`src/rtl/fft_stage_sequencer.sv`:
```
// Address/control sequencer for an in-place radix-2 DIF FFT sharing one butterfly datapath.
// Issues operand pairs and twiddle indices per stage, then drains the pipeline between stages.
module fft_stage_sequencer #(
    parameter int N_POINTS     = 8,
    parameter int ADDR_W       = $clog2(N_POINTS),
    parameter int MULT_LATENCY = 3
) (
    input  logic              clk_i,
    input  logic              rst_i,
    input  logic              start_i,
    input  logic              stall_i,
    output logic              busy_o,
    output logic              done_o,
    output logic [ADDR_W-1:0] stage_o,
    output logic              rd_en_o,
    output logic [ADDR_W-1:0] rd_addr_a_o,
    output logic [ADDR_W-1:0] rd_addr_b_o,
    output logic [ADDR_W-2:0] tw_idx_o,
    output logic              bf_valid_o,
    output logic              wr_en_o,
    output logic [ADDR_W-1:0] wr_addr_a_o,
    output logic [ADDR_W-1:0] wr_addr_b_o
);

    localparam int STAGES = ADDR_W;
    localparam int PIPE   = 1 + MULT_LATENCY;
    localparam int KW     = ADDR_W - 1;

    localparam logic [KW-1:0]     K_LAST  = KW'(N_POINTS / 2 - 1);
    localparam logic [KW-1:0]     K_ONE   = KW'(1);
    localparam logic [ADDR_W-1:0] ST_LAST = ADDR_W'(STAGES - 1);
    localparam logic [ADDR_W-1:0] ONE_A   = ADDR_W'(1);

    typedef enum logic [1:0] {
        S_IDLE,
        S_ISSUE,
        S_DRAIN,
        S_DONE
    } state_t;

    state_t            state_q, state_d;
    logic [ADDR_W-1:0] stage_q, stage_d;
    logic [KW-1:0]     k_q, k_d;
    logic [PIPE-1:0]   vld_q, vld_d;
    logic [ADDR_W-1:0] addr_a_q [PIPE];
    logic [ADDR_W-1:0] addr_b_q [PIPE];

    logic              rd_en;
    logic              busy;
    logic              done;
    logic [ADDR_W-1:0] shamt;
    logic [ADDR_W-1:0] span;
    logic [ADDR_W-1:0] k_ext;
    logic [ADDR_W-1:0] j_w;
    logic [ADDR_W-1:0] g_w;
    logic [ADDR_W-1:0] a_w;
    logic [ADDR_W-1:0] b_w;
    logic [KW-1:0]     tw_w;

    // Butterfly addressing: span = N>>(s+1) = 1<<(STAGES-1-s)
    always_comb begin
        shamt = ST_LAST - stage_q;
        span  = ONE_A << shamt;
        k_ext = {1'b0, k_q};
        j_w   = k_ext & (span - ONE_A);
        g_w   = k_ext >> shamt;
        a_w   = ((g_w << 1) << shamt) | j_w;
        b_w   = a_w | span;
        tw_w  = KW'(j_w << stage_q);
    end

    always_comb begin
        state_d = state_q;
        stage_d = stage_q;
        k_d     = k_q;
        rd_en   = 1'b0;
        busy    = 1'b0;
        done    = 1'b0;
        case (state_q)
            S_IDLE: begin
                if (start_i) begin
                    state_d = S_ISSUE;
                    stage_d = '0;
                    k_d     = '0;
                end
            end
            S_ISSUE: begin
                busy = 1'b1;
                if (!stall_i) begin
                    rd_en = 1'b1;
                    k_d   = k_q + K_ONE;
                    if (k_q == K_LAST) begin
                        state_d = S_DRAIN;
                    end
                end
            end
            S_DRAIN: begin
                busy = 1'b1;
                // Only the write-back leaving this cycle may remain in flight.
                if (vld_q[PIPE-2:0] == '0) begin
                    if (stage_q == ST_LAST) begin
                        state_d = S_DONE;
                    end else begin
                        state_d = S_ISSUE;
                        stage_d = stage_q + ONE_A;
                        k_d     = '0;
                    end
                end
            end
            S_DONE: begin
                done    = 1'b1;
                state_d = S_IDLE;
            end
            default: state_d = S_IDLE;
        endcase
    end

    always_comb begin
        vld_d = {vld_q[PIPE-2:0], rd_en};
    end

    always_ff @(posedge clk_i) begin
        if (!rst_i) begin
            state_q <= S_IDLE;
            stage_q <= '0;
            k_q     <= '0;
            vld_q   <= '0;
        end else begin
            state_q <= state_d;
            stage_q <= stage_d;
            k_q     <= k_d;
            vld_q   <= vld_d;
        end
    end

    // Address delay lines carry no reset; their outputs are qualified by wr_en_o.
    always_ff @(posedge clk_i) begin
        addr_a_q[0] <= rd_addr_a_o;
        addr_b_q[0] <= rd_addr_b_o;
        for (int i = 1; i < PIPE; i++) begin
            addr_a_q[i] <= addr_a_q[i-1];
            addr_b_q[i] <= addr_b_q[i-1];
        end
    end

    assign busy_o      = busy;
    assign done_o      = done;
    assign stage_o     = stage_q;
    assign rd_en_o     = rd_en;
    assign rd_addr_a_o = rd_en ? a_w : '0;
    assign rd_addr_b_o = rd_en ? b_w : '0;
    assign tw_idx_o    = rd_en ? tw_w : '0;
    assign bf_valid_o  = vld_q[0];
    assign wr_en_o     = vld_q[PIPE-1];
    assign wr_addr_a_o = vld_q[PIPE-1] ? addr_a_q[PIPE-1] : '0;
    assign wr_addr_b_o = vld_q[PIPE-1] ? addr_b_q[PIPE-1] : '0;

endmodule

```
`config.mk`:
```
export PLATFORM = sky130hd
export DESIGN_NAME = fft_stage_sequencer
export DESIGN_NICKNAME = d
export VERILOG_FILES = /design/src/rtl/fft_stage_sequencer.sv
export SDC_FILE = /design/constraint.sdc
export NUM_CORES = 1
export LEC_CHECK = 0
export CORE_MARGIN = 4
export CORE_UTILIZATION = 40
export DETAILED_ROUTE_END_ITERATION = 16
export GPL_TIMING_DRIVEN = 0
export HOLD_SLACK_MARGIN = 0.12
export PLACE_DENSITY = 0.71
export SYNTH_ARGS = -nofsm -noshare
export SYNTH_HDL_FRONTEND = slang
export SYNTH_SLANG_ARGS = --single-unit
```
`constraint.sdc`:
```
create_clock -name clk_i -period 1.55 [get_ports clk_i]
set_input_delay 0.155 -clock clk_i [delete_from_list [all_inputs] [get_ports clk_i]]
set_output_delay 0.155 -clock clk_i [all_outputs]
set_load 0.02 [all_outputs]
```
**Word level (Yosys, flattened, before mapping)**

Memory sizes are Yosys's and may differ from the RTL's.
Index checks and enable logic that the tools add are counted.

- Bits in registers: 11
- Bits in writable memories: 24
- Bits of input ports: 4
- Output and inout port bits: 22
- Logic and storage cells: 59
- Memories kept: 2

- $add $sub $neg: 4
- Equal/unequal tests: 10
- Shifts and indexed selects: 4
- Multiplexer cells: 24
- Bitwise operators: 3
- Reductions and logical operators: 8

Memories:

| name | words | bits a word | rd ports | clocked after Yosys merged registers in | wr ports | line | RTL |
|---|---|---|---|---|---|---|---|
| addr_a_q | 4 | 3 | 4 | 0 | 4 | 45 | `logic [ADDR_W-1:0] addr_a_q [PIPE];` |
| addr_b_q | 4 | 3 | 4 | 0 | 4 | 46 | `logic [ADDR_W-1:0] addr_b_q [PIPE];` |

Operator list:

| kind | count |
|---|---|
| $mux 3 | 7 |
| $mux 2 | 10 |
| $ne 2x2->1 const B | 5 |
| $pmux 2 s4 | 1 |
| $reduce_and 4->1 | 2 |
| $eq 2x2->1 const B | 3 |
| $or 3x3->3 | 2 |
| $pmux 2 s3 | 1 |
| $pmux 3 s2 | 1 |
| $reduce_and 5->1 | 1 |
| $mux 1 | 4 |
| $add 3x1->3 const B | 1 |
| $and 2x3->3 | 1 |
| $eq 3x2->1 const B | 1 |
| $logic_not 3->1 | 1 |
| $reduce_bool 3->1 | 1 |
| $shl 1x3->3 const A | 1 |
| $shl 3x3->2 | 1 |
| $shl 3x3->3 | 1 |
| $shr 2x3->2 | 1 |
| $sub 2x3->3 const A | 1 |
| $sub 3x1->3 const B | 1 |
| $add 2x1->2 const B | 1 |
| $eq 2x1->1 const B | 1 |
| other kinds (3) | 3 |

**Depth between registers and ports, before layout**

Gate-level depths: netlist of run 1.

- Depth after elaboration: 7
- Depth in mapped cells: 6
- Gate-level depth less buffers: 6

**Worst setup path after synthesis of run 1**

OpenSTA, ideal clock, no wires.

- Path kind: reg2out
- Start point: reg stage_q[0] (netlist: stage_o[0])
- End point: out tw_idx_o[1]
- Data arrival time: 1844 ps
- Required time: 1395 ps
- Slack: -449 ps
- Cell stages (with the launch flop): 6
- Path buffers: 0
- Cells stage by stage: dfxtp_1 > inv_1 > ha_1 > xnor2_1 > o2111ai_1 > a211oi_1

- Longest elaborated chain between the ends: 6

Ends and longest elaborated chain:

| what | line | RTL |
|---|---|---|
| start, declared | 42 | `logic [ADDR_W-1:0] stage_q, stage_d;` |
| start signal, assigned | 130 | `stage_q <= stage_d;` |
| $sub 2x3->3 | 62 | `shamt = ST_LAST - stage_q;` |
| $shl 1x3->3 | 63 | `span = ONE_A << shamt;` |
| $sub 3x1->3 | 65 | `j_w = k_ext & (span - ONE_A);` |
| $and 2x3->3 | 65 |  |
| $shl 3x3->2 * | 69 | `tw_w = KW'(j_w << stage_q);` |
| $mux 2 * | 152 | `assign tw_idx_o = rd_en ? tw_w : '0;` |
| end, declared | 18 | `output logic [ADDR_W-2:0] tw_idx_o,` |

Mark *: on every way between the ends. The rest lies on a longest branch, timed or not.

**Worst setup path in the final report of run 1**

Ends and elaborated chain as after synthesis.

==> metrics.txt, run 1 <==
# TYPE chip_impl_metric gauge
chip_impl_info{name="run_status",value="finished, violations left"} 1
chip_impl_info{name="violations_in_the_final_reports",value="negative setup slack"} 1
chip_impl_metric{name="wl",unit="mm"} 3.45
chip_impl_metric{name="synth_largest_type_area_fraction",unit=""} 0.520
chip_impl_metric{name="grt_start_max_net_pins",unit=""} 11
chip_impl_metric{name="die-area",unit="um2"} 4360
chip_impl_metric{name="synthXorXnorAreaFrac",unit=""} 0.0195
chip_impl_metric{name="critical_path.max_stage_delay",unit="ns"} 0.39
chip_impl_info{name="hold_path_class",value="in -> reg"} 1
chip_impl_info{name="yosys.area.top_type",value="sky130_fd_sc_hd__dfxtp_1"} 1
chip_impl_metric{name="post_synth_mux_area_share",unit=""} 0.0307
chip_impl_metric{name="num_antenna_cells",unit=""} 0
chip_impl_info{name="worst_path_max_delay_cell",value="sky130_fd_sc_hd__dfxtp_4"} 1
chip_impl_metric{name="synth.yosys.seq_area_share",unit=""} 0.520
chip_impl_metric{name="antenna_violations_before_repair",unit=""} 0
chip_impl_info{name="holdPathEnd",value="stage_o[2]"} 1
chip_impl_metric{name="fin_util",unit=""} 0.678
chip_impl_metric{name="power.leakage",unit="uW"} 0.000908
chip_impl_metric{name="warnings_synthesis",unit=""} 0
chip_impl_metric{name="layout-area-overhead-vs-synth",unit="%"} 57.6
chip_impl_metric{name="postSynthCellCount",unit=""} 124
chip_impl_metric{name="worst-r2r-cell-count",unit=""} 5
chip_impl_metric{name="htreeDepth",unit=""} 2
chip_impl_info{name="hold_path.startpoint",value="rst_i"} 1
chip_impl_info{name="r2r_start",value="state_q[1]"} 1
chip_impl_metric{name="post_route_cells_drive_above_1_share",unit=""} 0.469
chip_impl_metric{name="cts.hold.buffers_added",unit=""} 0
chip_impl_metric{name="finalInstanceArea",unit="um2"} 2120
chip_impl_metric{name="maxCapViolCount",unit=""} 0
chip_impl_metric{name="die_height",unit="um"} 66.0
chip_impl_metric{name="critical_path.n_buffers_inverters",unit=""} 2
chip_impl_metric{name="cts_buffers",unit=""} 5
chip_impl_metric{name="grt_pass1_wl",unit="mm"} 5.32
chip_impl_metric{name="worstSkewPairLatency",unit="ns"} 0.33
chip_impl_metric{name="avgViaCountPerCell",unit=""} 5.19
chip_impl_metric{name="grt_util_all_layers",unit=""} 0.161
chip_impl_metric{name="fp.dieW",unit="um"} 66.0
chip_impl_metric{name="pwr_density_cell",unit="nW/um2"} 1130
chip_impl_metric{name="final_worst_path_cycle_share",unit=""} 1.21
chip_impl_metric{name="worstMarginPinSlew",unit="ns"} 0.421
chip_impl_metric{name="antenna_violating_nets_post_route",unit=""} 0
chip_impl_metric{name="gr-total-overflow",unit=""} 0
chip_impl_metric{name="start_util",unit=""} 0.430
chip_impl_metric{name="finalNetCount",unit=""} 189
chip_impl_metric{name="maximum_resistive_drop_on_vdd",unit="mV"} 0.759
chip_impl_info{name="worst_setup_path_start_kind",value="register"} 1
chip_impl_metric{name="multi_input_area",unit="um2"} 836
chip_impl_metric{name="gpl.final_weighted_congestion",unit=""} 0.869
chip_impl_metric{name="synthesis.area",unit="um2"} 1350
chip_impl_metric{name="fp-row-count",unit=""} 20
chip_impl_metric{name="drt-pass1-iter-count",unit=""} 4
chip_impl_info{name="dominantRegCellSynth",value="sky130_fd_sc_hd__dfxtp_1"} 1
chip_impl_info{name="path_cells",value="buf_6 > ha_4 > xnor2_2 > o2111ai_2 > a211oi_2 > buf_4"} 1
chip_impl_metric{name="setup_total_negative_slack",unit="ns"} -1.97
chip_impl_metric{name="detail_route.drc_violations",unit=""} 0
chip_impl_metric{name="path_max_fanout",unit=""} 5
chip_impl_metric{name="nFillCells",unit=""} 235
chip_impl_metric{name="crit_arrival",unit="ns"} 1.72
chip_impl_info{name="main_combinational_cell_family_by_area_after_synthesis",value="simple AND/OR/NAND/NOR gates"} 1
chip_impl_info{name="reg2reg_to",value="state_q[1]"} 1
chip_impl_info{name="root_buffer",value="sky130_fd_sc_hd__clkbuf_4"} 1
chip_impl_metric{name="dr_total_vias",unit=""} 1137
chip_impl_metric{name="required",unit="ns"} 1.39
chip_impl_info{name="cp-end-kind",value="output port"} 1
chip_impl_metric{name="regArea",unit="um2"} 719
chip_impl_metric{name="timing.hold.worst_path_depth",unit=""} 2
chip_impl_metric{name="worst_setup_margin",unit="ns"} -0.326
chip_impl_metric{name="worst_setup_hold_path_clk_slew",unit="ns"} 0.10
chip_impl_metric{name="count_of_endpoints_failing_setup_in_the_final_report",unit=""} 8
chip_impl_metric{name="via_count_of_the_first_global_routing_pass",unit=""} 1170
chip_impl_metric{name="post_synth_and_or_nand_nor_area_fraction",unit=""} 0.166
chip_impl_metric{name="synth_enable_flop_cells",unit=""} 0
chip_impl_metric{name="worst-r2r-setup-slack",unit="ns"} 0.04
chip_impl_metric{name="postSynthAreaPerCell",unit="um2"} 10.9
chip_impl_metric{name="synth_area_in_compound_gates",unit=""} 0.141
chip_impl_metric{name="core",unit="um2"} 3130
chip_impl_metric{name="place.port_buffers",unit=""} 24
chip_impl_metric{name="clkSinkCount",unit=""} 35
chip_impl_metric{name="hold_violations_final",unit=""} 0
chip_impl_metric{name="drt_iter0_markers",unit=""} 26
chip_impl_info{name="ys_top_cells_by_count",value="sky130_fd_sc_hd__dfxtp_1 (35), sky130_fd_sc_hd__ha_1 (10), sky130_fd_sc_hd__a21oi_1 (8), sky130_fd_sc_hd__and2_1 (8), sky130_fd_sc_hd__inv_1 (8)"} 1
chip_impl_metric{name="finClkSkew",unit="ns"} 0.0101
chip_impl_info{name="post-synth-top-count-cell",value="sky130_fd_sc_hd__dfxtp_1"} 1
chip_impl_metric{name="pin_count",unit=""} 26
chip_impl_metric{name="worst_slew_margin_rel",unit=""} 0.719
chip_impl_metric{name="asyncSetResetFlopFracSynth",unit=""} 0
chip_impl_info{name="cts_tree",value="built"} 1
chip_impl_metric{name="postPlaceCellArea",unit="um2"} 1710
chip_impl_metric{name="slew_viol_final",unit=""} 0
chip_impl_info{name="cp_top_family",value="flip-flops"} 1
chip_impl_metric{name="hpwl",unit="mm"} 1.94
chip_impl_metric{name="cts.path.max_buffers",unit=""} 2
chip_impl_metric{name="total_of_flip_flops_plus_latches_after_synthesis",unit=""} 35
chip_impl_metric{name="maxClockFrequency",unit="GHz"} 0.533
chip_impl_info{name="grt_setup_unrepaired",value="true"} 1
chip_impl_metric{name="synth_cell_type_count",unit=""} 33
chip_impl_metric{name="synth_fp_nets",unit=""} 138
chip_impl_info{name="yosys-top-cells-area",value="sky130_fd_sc_hd__dfxtp_1 (52%), sky130_fd_sc_hd__ha_1 (9.3%), sky130_fd_sc_hd__and2_1 (3.7%)"} 1
chip_impl_metric{name="synth_adder_area_share",unit=""} 0.0929
chip_impl_metric{name="routed_wire_length_per_instance",unit="um"} 15.8
chip_impl_info{name="path_class",value="reg -> out"} 1
chip_impl_metric{name="post-route-min-period",unit="ns"} 1.88
[sequential cells by signal, summed over array words and instances (netlist names)]
name      count
vld_q         4
state_q       2
k_q           2
stage_o       3
addr_b_q     12
addr_a_q     12
[worst max-delay path by stage]
stage,from,to,depth (start not counted)
after global placement,stall_i,tw_idx_o[1],6
after floorplan,state_q[0],state_q[1],5
after detailed placement,stage_o[0],rd_addr_b_o[1],6
final,stage_o[0],tw_idx_o[1],6
after CTS,stage_o[0],tw_idx_o[1],6
after global routing,stage_o[1],rd_addr_a_o[1],6
[power breakdown]
| part | switching (uW) | internal (uW) | leakage, uW |
|---|---|---|---|
| clock | 278 | 210 | 0.0000341 |
| combinational | 436 | 387 | 0.000587 |
| sequential | 85.8 | 994 | 0.000288 |
| total | 800 | 1590 | 0.000908 |
[timing repair]
action,4_1_cts,5_1_grt
pin swaps,10,8
gates resized for setup,93,20
setup buffers,17,3
setup endpoints to repair,25,19
[through the flow]
| stage | std cells | hold slack [ns] | setup slack, ns | power (uW) |
|---|---|---|---|---|
| after floorplan | 124 | 0.310 | 0.00521 | 1510 |
| after global placement | 192 | 0.310 | -0.476 | 1670 |
| after detailed placement | 192 | 0.312 | -0.495 | 1690 |
| after CTS | 216 | 0.216 | -0.327 | 2320 |
| after global routing | 219 | 0.246 | -0.411 | 2520 |
| final | 219 | 0.236 | -0.326 | 2390 |
[worst register-to-register path, cell delays in order, from the launching register on]
cell and delay [ns]:
sky130_fd_sc_hd__dfxtp_4 0.37, sky130_fd_sc_hd__buf_4 0.15, sky130_fd_sc_hd__ha_4 0.17, sky130_fd_sc_hd__o31a_1 0.16
sky130_fd_sc_hd__a211o_1 0.33, sky130_fd_sc_hd__o221a_2 0.24
[layout make-up]
class / count / share of cell area
Multi-Input combinational cell: 79 / 0.394
Inverter: 8 / 0.0212
Buffer: 2 / 0.00531
Tap cell: 44 / 0.0259
Sequential cell: 35 / 0.339
Clock buffer: 6 / 0.0242
Timing Repair Buffer: 44 / 0.188
Clock inverter: 1 / 0.00236
[logic make-up after synthesis]
kind of cell | count (synthesis)
AOI/OAI and AO/OA | 25
xor gates and xnor gates | 3
adders and majority gates | 10
buffers and inverters | 10
DFF | 35
muxes | 4
and+or+nand+nor | 37
[metal layers]
metal | vias to the layer above | track usage | wire length, um
met5 | - | 0 | 0
met4 | 0 | 0.0939 | 53
met3 | 6 | 0.0391 | 195
met2 | 37 | 0.285 | 1870
met1 | 559 | 0.171 | 1330
li1 | 535 | - | -
[cell usage in the layout, fill, tap and decap left out, types with 3 or more instances in the layout]
| cell | Yosys | final |
|---|---|---|
| sky130_fd_sc_hd__inv_1 | 8 | 3 |
| sky130_fd_sc_hd__ha_4 | 0 | 6 |
| sky130_fd_sc_hd__a21oi_1 | 8 | 4 |
| sky130_fd_sc_hd__dfxtp_1 | 35 | 28 |
| sky130_fd_sc_hd__mux2i_1 | 3 | 3 |
| sky130_fd_sc_hd__dfxtp_2 | 0 | 3 |
| sky130_fd_sc_hd__a211oi_2 | 0 | 3 |
| sky130_fd_sc_hd__ha_1 | 10 | 3 |
| sky130_fd_sc_hd__inv_4 | 0 | 4 |
| sky130_fd_sc_hd__nand2_1 | 7 | 5 |
| sky130_fd_sc_hd__dlygate4sd2_1 | 0 | 8 |
| sky130_fd_sc_hd__buf_4 | 0 | 18 |
| sky130_fd_sc_hd__nor2_1 | 5 | 3 |
| sky130_fd_sc_hd__a21oi_2 | 0 | 3 |
| sky130_fd_sc_hd__buf_6 | 0 | 10 |
| sky130_fd_sc_hd__clkdlybuf4s50_1 | 0 | 4 |
| sky130_fd_sc_hd__and2_1 | 8 | 8 |
| sky130_fd_sc_hd__clkbuf_4 | 0 | 6 |
| sky130_fd_sc_hd__dfxtp_4 | 0 | 4 |
Power figures use the tool's default switching activity.
==> run 2, diff against run 1 <==
- CAP_MARGIN: unset -> 20
==> results of run 2 <==
No change in the layout: final DEF, timing and power equal those of run 1.
==> run 3, diff against run 2 <==
- CORE_UTILIZATION: 40 -> 45
- CTS_CLUSTER_SIZE: unset -> 28
- PLACE_DENSITY: 0.71 -> 0.78
==> metrics.txt, run 3 (synthesis gave the netlist of run 1 again) <==
# TYPE chip_impl_metric gauge
chip_impl_metric{name="maxCapViolCount",unit=""} 0
chip_impl_metric{name="cts.hold.buffers_added",unit=""} 0
chip_impl_metric{name="post-route-min-period",unit="ns"} 1.91
chip_impl_metric{name="avgViaCountPerCell",unit=""} 5.34
chip_impl_metric{name="drt_iter0_markers",unit=""} 5
chip_impl_metric{name="fp-row-count",unit=""} 19
chip_impl_metric{name="via_count_of_the_first_global_routing_pass",unit=""} 1111
chip_impl_metric{name="die-area",unit="um2"} 3930
chip_impl_metric{name="layout-area-overhead-vs-synth",unit="%"} 50.7
chip_impl_metric{name="maximum_resistive_drop_on_vdd",unit="mV"} 0.985
chip_impl_metric{name="core",unit="um2"} 2810
chip_impl_metric{name="pwr_density_cell",unit="nW/um2"} 1250
chip_impl_info{name="r2r_start",value="stage_o[1]"} 1
chip_impl_info{name="path_class",value="reg -> out"} 1
chip_impl_metric{name="nFillCells",unit=""} 195
chip_impl_metric{name="worst_slew_margin_rel",unit=""} 0.737
chip_impl_metric{name="start_util",unit=""} 0.480
chip_impl_metric{name="worstSkewPairLatency",unit="ns"} 0.35
chip_impl_info{name="crit_path_start",value="stage_o[1]"} 1
chip_impl_info{name="root_buffer",value="sky130_fd_sc_hd__clkbuf_4"} 1
chip_impl_metric{name="die_height",unit="um"} 62.7
chip_impl_metric{name="maxClockFrequency",unit="GHz"} 0.524
chip_impl_metric{name="worst_setup_hold_path_clk_slew",unit="ns"} 0.13
chip_impl_metric{name="place.port_buffers",unit=""} 24
chip_impl_metric{name="finalNetCount",unit=""} 184
chip_impl_metric{name="power_switching_share",unit=""} 0.328
chip_impl_metric{name="detail_route.drc_violations",unit=""} 0
chip_impl_info{name="hold_path.startpoint",value="rst_i"} 1
chip_impl_info{name="grt_setup_unrepaired",value="true"} 1
chip_impl_metric{name="hpwl",unit="mm"} 1.90
chip_impl_metric{name="wl",unit="mm"} 3.00
chip_impl_metric{name="routed_wire_length_per_instance",unit="um"} 14.8
chip_impl_metric{name="cts.path.max_buffers",unit=""} 2
chip_impl_metric{name="grt_util_all_layers",unit=""} 0.162
chip_impl_metric{name="worst_setup_margin",unit="ns"} -0.360
chip_impl_metric{name="hold_violations_final",unit=""} 0
chip_impl_info{name="cts_tree",value="built"} 1
chip_impl_metric{name="gr-total-overflow",unit=""} 0
chip_impl_metric{name="timing.hold.worst_path_depth",unit=""} 2
chip_impl_metric{name="slew_viol_final",unit=""} 0
chip_impl_metric{name="clkSinkCount",unit=""} 35
chip_impl_metric{name="crit_arrival",unit="ns"} 1.76
chip_impl_metric{name="worst-r2r-cell-count",unit=""} 7
chip_impl_metric{name="pin_count",unit=""} 26
chip_impl_metric{name="count_of_endpoints_failing_setup_in_the_final_report",unit=""} 8
chip_impl_metric{name="p_switching",unit="uW"} 830
chip_impl_metric{name="fin_util",unit=""} 0.723
chip_impl_metric{name="required",unit="ns"} 1.39
chip_impl_metric{name="share_clk_of_total_power",unit=""} 0.264
chip_impl_metric{name="post_route_cells_drive_above_1_share",unit=""} 0.433
chip_impl_info{name="layout_common_cells",value="sky130_fd_sc_hd__dfxtp_1 (28), sky130_fd_sc_hd__buf_4 (17), sky130_fd_sc_hd__dlygate4sd2_1 (9)"} 1
chip_impl_info{name="violations_in_the_final_reports",value="negative setup slack"} 1
chip_impl_metric{name="preCtsSetupSlack",unit="ns"} -0.496
chip_impl_metric{name="finClkSkew",unit="ns"} 0.0217
chip_impl_metric{name="cts_buffers",unit=""} 5
chip_impl_info{name="hold_path_class",value="in -> reg"} 1
chip_impl_metric{name="fp.dieW",unit="um"} 62.7
chip_impl_metric{name="gpl.final_weighted_congestion",unit=""} 0.836
chip_impl_metric{name="worstMarginPinSlew",unit="ns"} 0.395
chip_impl_info{name="mostFrequentLayoutCell",value="sky130_fd_sc_hd__dfxtp_1"} 1
chip_impl_metric{name="share_seq_of_total_power",unit=""} 0.422
chip_impl_info{name="layout_top_registers",value="addr_a_q: 12 flops, addr_b_q: 12 flops, vld_q: 4 flops"} 1
chip_impl_metric{name="antenna_violating_nets_post_route",unit=""} 0
chip_impl_metric{name="drt-pass1-iter-count",unit=""} 4
chip_impl_metric{name="path_max_fanout",unit=""} 5
chip_impl_metric{name="dr_total_vias",unit=""} 1079
chip_impl_metric{name="grt_start_max_net_pins",unit=""} 13
chip_impl_metric{name="cell_internal_pwr",unit="uW"} 1700
chip_impl_metric{name="worst-r2r-setup-slack",unit="ns"} 0.06
chip_impl_metric{name="antenna_violations_before_repair",unit=""} 0
chip_impl_metric{name="power.leakage",unit="uW"} 0.000846
chip_impl_info{name="cp-end-kind",value="output port"} 1
chip_impl_metric{name="htreeDepth",unit=""} 2
chip_impl_metric{name="final_worst_path_cycle_share",unit=""} 1.23
chip_impl_info{name="run_status",value="finished, violations left"} 1
chip_impl_info{name="worst_setup_path_start_kind",value="register"} 1
chip_impl_metric{name="num_antenna_cells",unit=""} 0
chip_impl_metric{name="power.combinational.fraction",unit=""} 0.314
chip_impl_metric{name="grt_pass1_wl",unit="mm"} 5.00
[run 3: repair_timing]
action,in CTS,in global routing
setup endpoints to repair,26,12
pin swaps,11,3
cloned,0,0
resized for setup,94,12
setup buffers,11,4
[run 3: metal layers]
layer	global-route usage	wire length, um	vias up
met5	0	0	-
met2	0.286	1480	30
met1	0.175	1270	509
met4	0.0882	91	0
met3	0.0414	156	10
li1	-	-	530
[run 3: power by group through the flow]
| stage | Sequential [uW] | Clock [uW] | Combinational [uW] |
|---|---|---|---|
| 2_1_floorplan | 1060 | 0 | 449 |
| 3_3_place_gp | 1060 | 0 | 601 |
| 3_5_place_dp | 1070 | 0 | 621 |
| 4_1_cts | 1060 | 686 | 720 |
| 5_1_grt | 1080 | 726 | 858 |
| 6_report | 1070 | 669 | 795 |
[run 3: worst paths after layout]
path,to
worst min register to register,addr_b_q[1][2]
worst min-delay path,stage_o[2]
worst max register to register,addr_a_q[0][1]
worst max-delay path,tw_idx_o[1]
[run 3: worst max-delay path, stage by stage (launching register included)]
cell and delay [ns]:
sky130_fd_sc_hd__dfxtp_4 0.39, sky130_fd_sc_hd__buf_4 0.14, sky130_fd_sc_hd__ha_4 0.17, sky130_fd_sc_hd__xnor2_2 0.16, sky130_fd_sc_hd__o2111ai_1 0.17, sky130_fd_sc_hd__a211oi_2 0.21, sky130_fd_sc_hd__buf_4 0.17
[run 3: cell type report]
class                   instances  area [um2]  area share
multi-input cells              79         802       0.395
flip-flops and latches         35         719       0.355
repair buffers                 39         333       0.164
clock inverters                 3        43.8      0.0216
inverters                       8        42.5      0.0210
well taps                      31        38.8      0.0191
clock buffers                   5        37.5      0.0185
plain buffers                   2        11.3     0.00555
[run 3: through the flow]
stage	hold slack [ns]	instance area, um2	setup TNS [ns]	power (uW)	instances
floorplan	0.310	1410	0	1510	124
global placement	0.311	1690	-3.75	1660	179
detailed placement	0.312	1690	-4.44	1690	179
CTS	0.175	1960	-1.78	2460	198
global route	0.205	2030	-2.54	2660	202
finish	0.203	2030	-1.72	2530	202
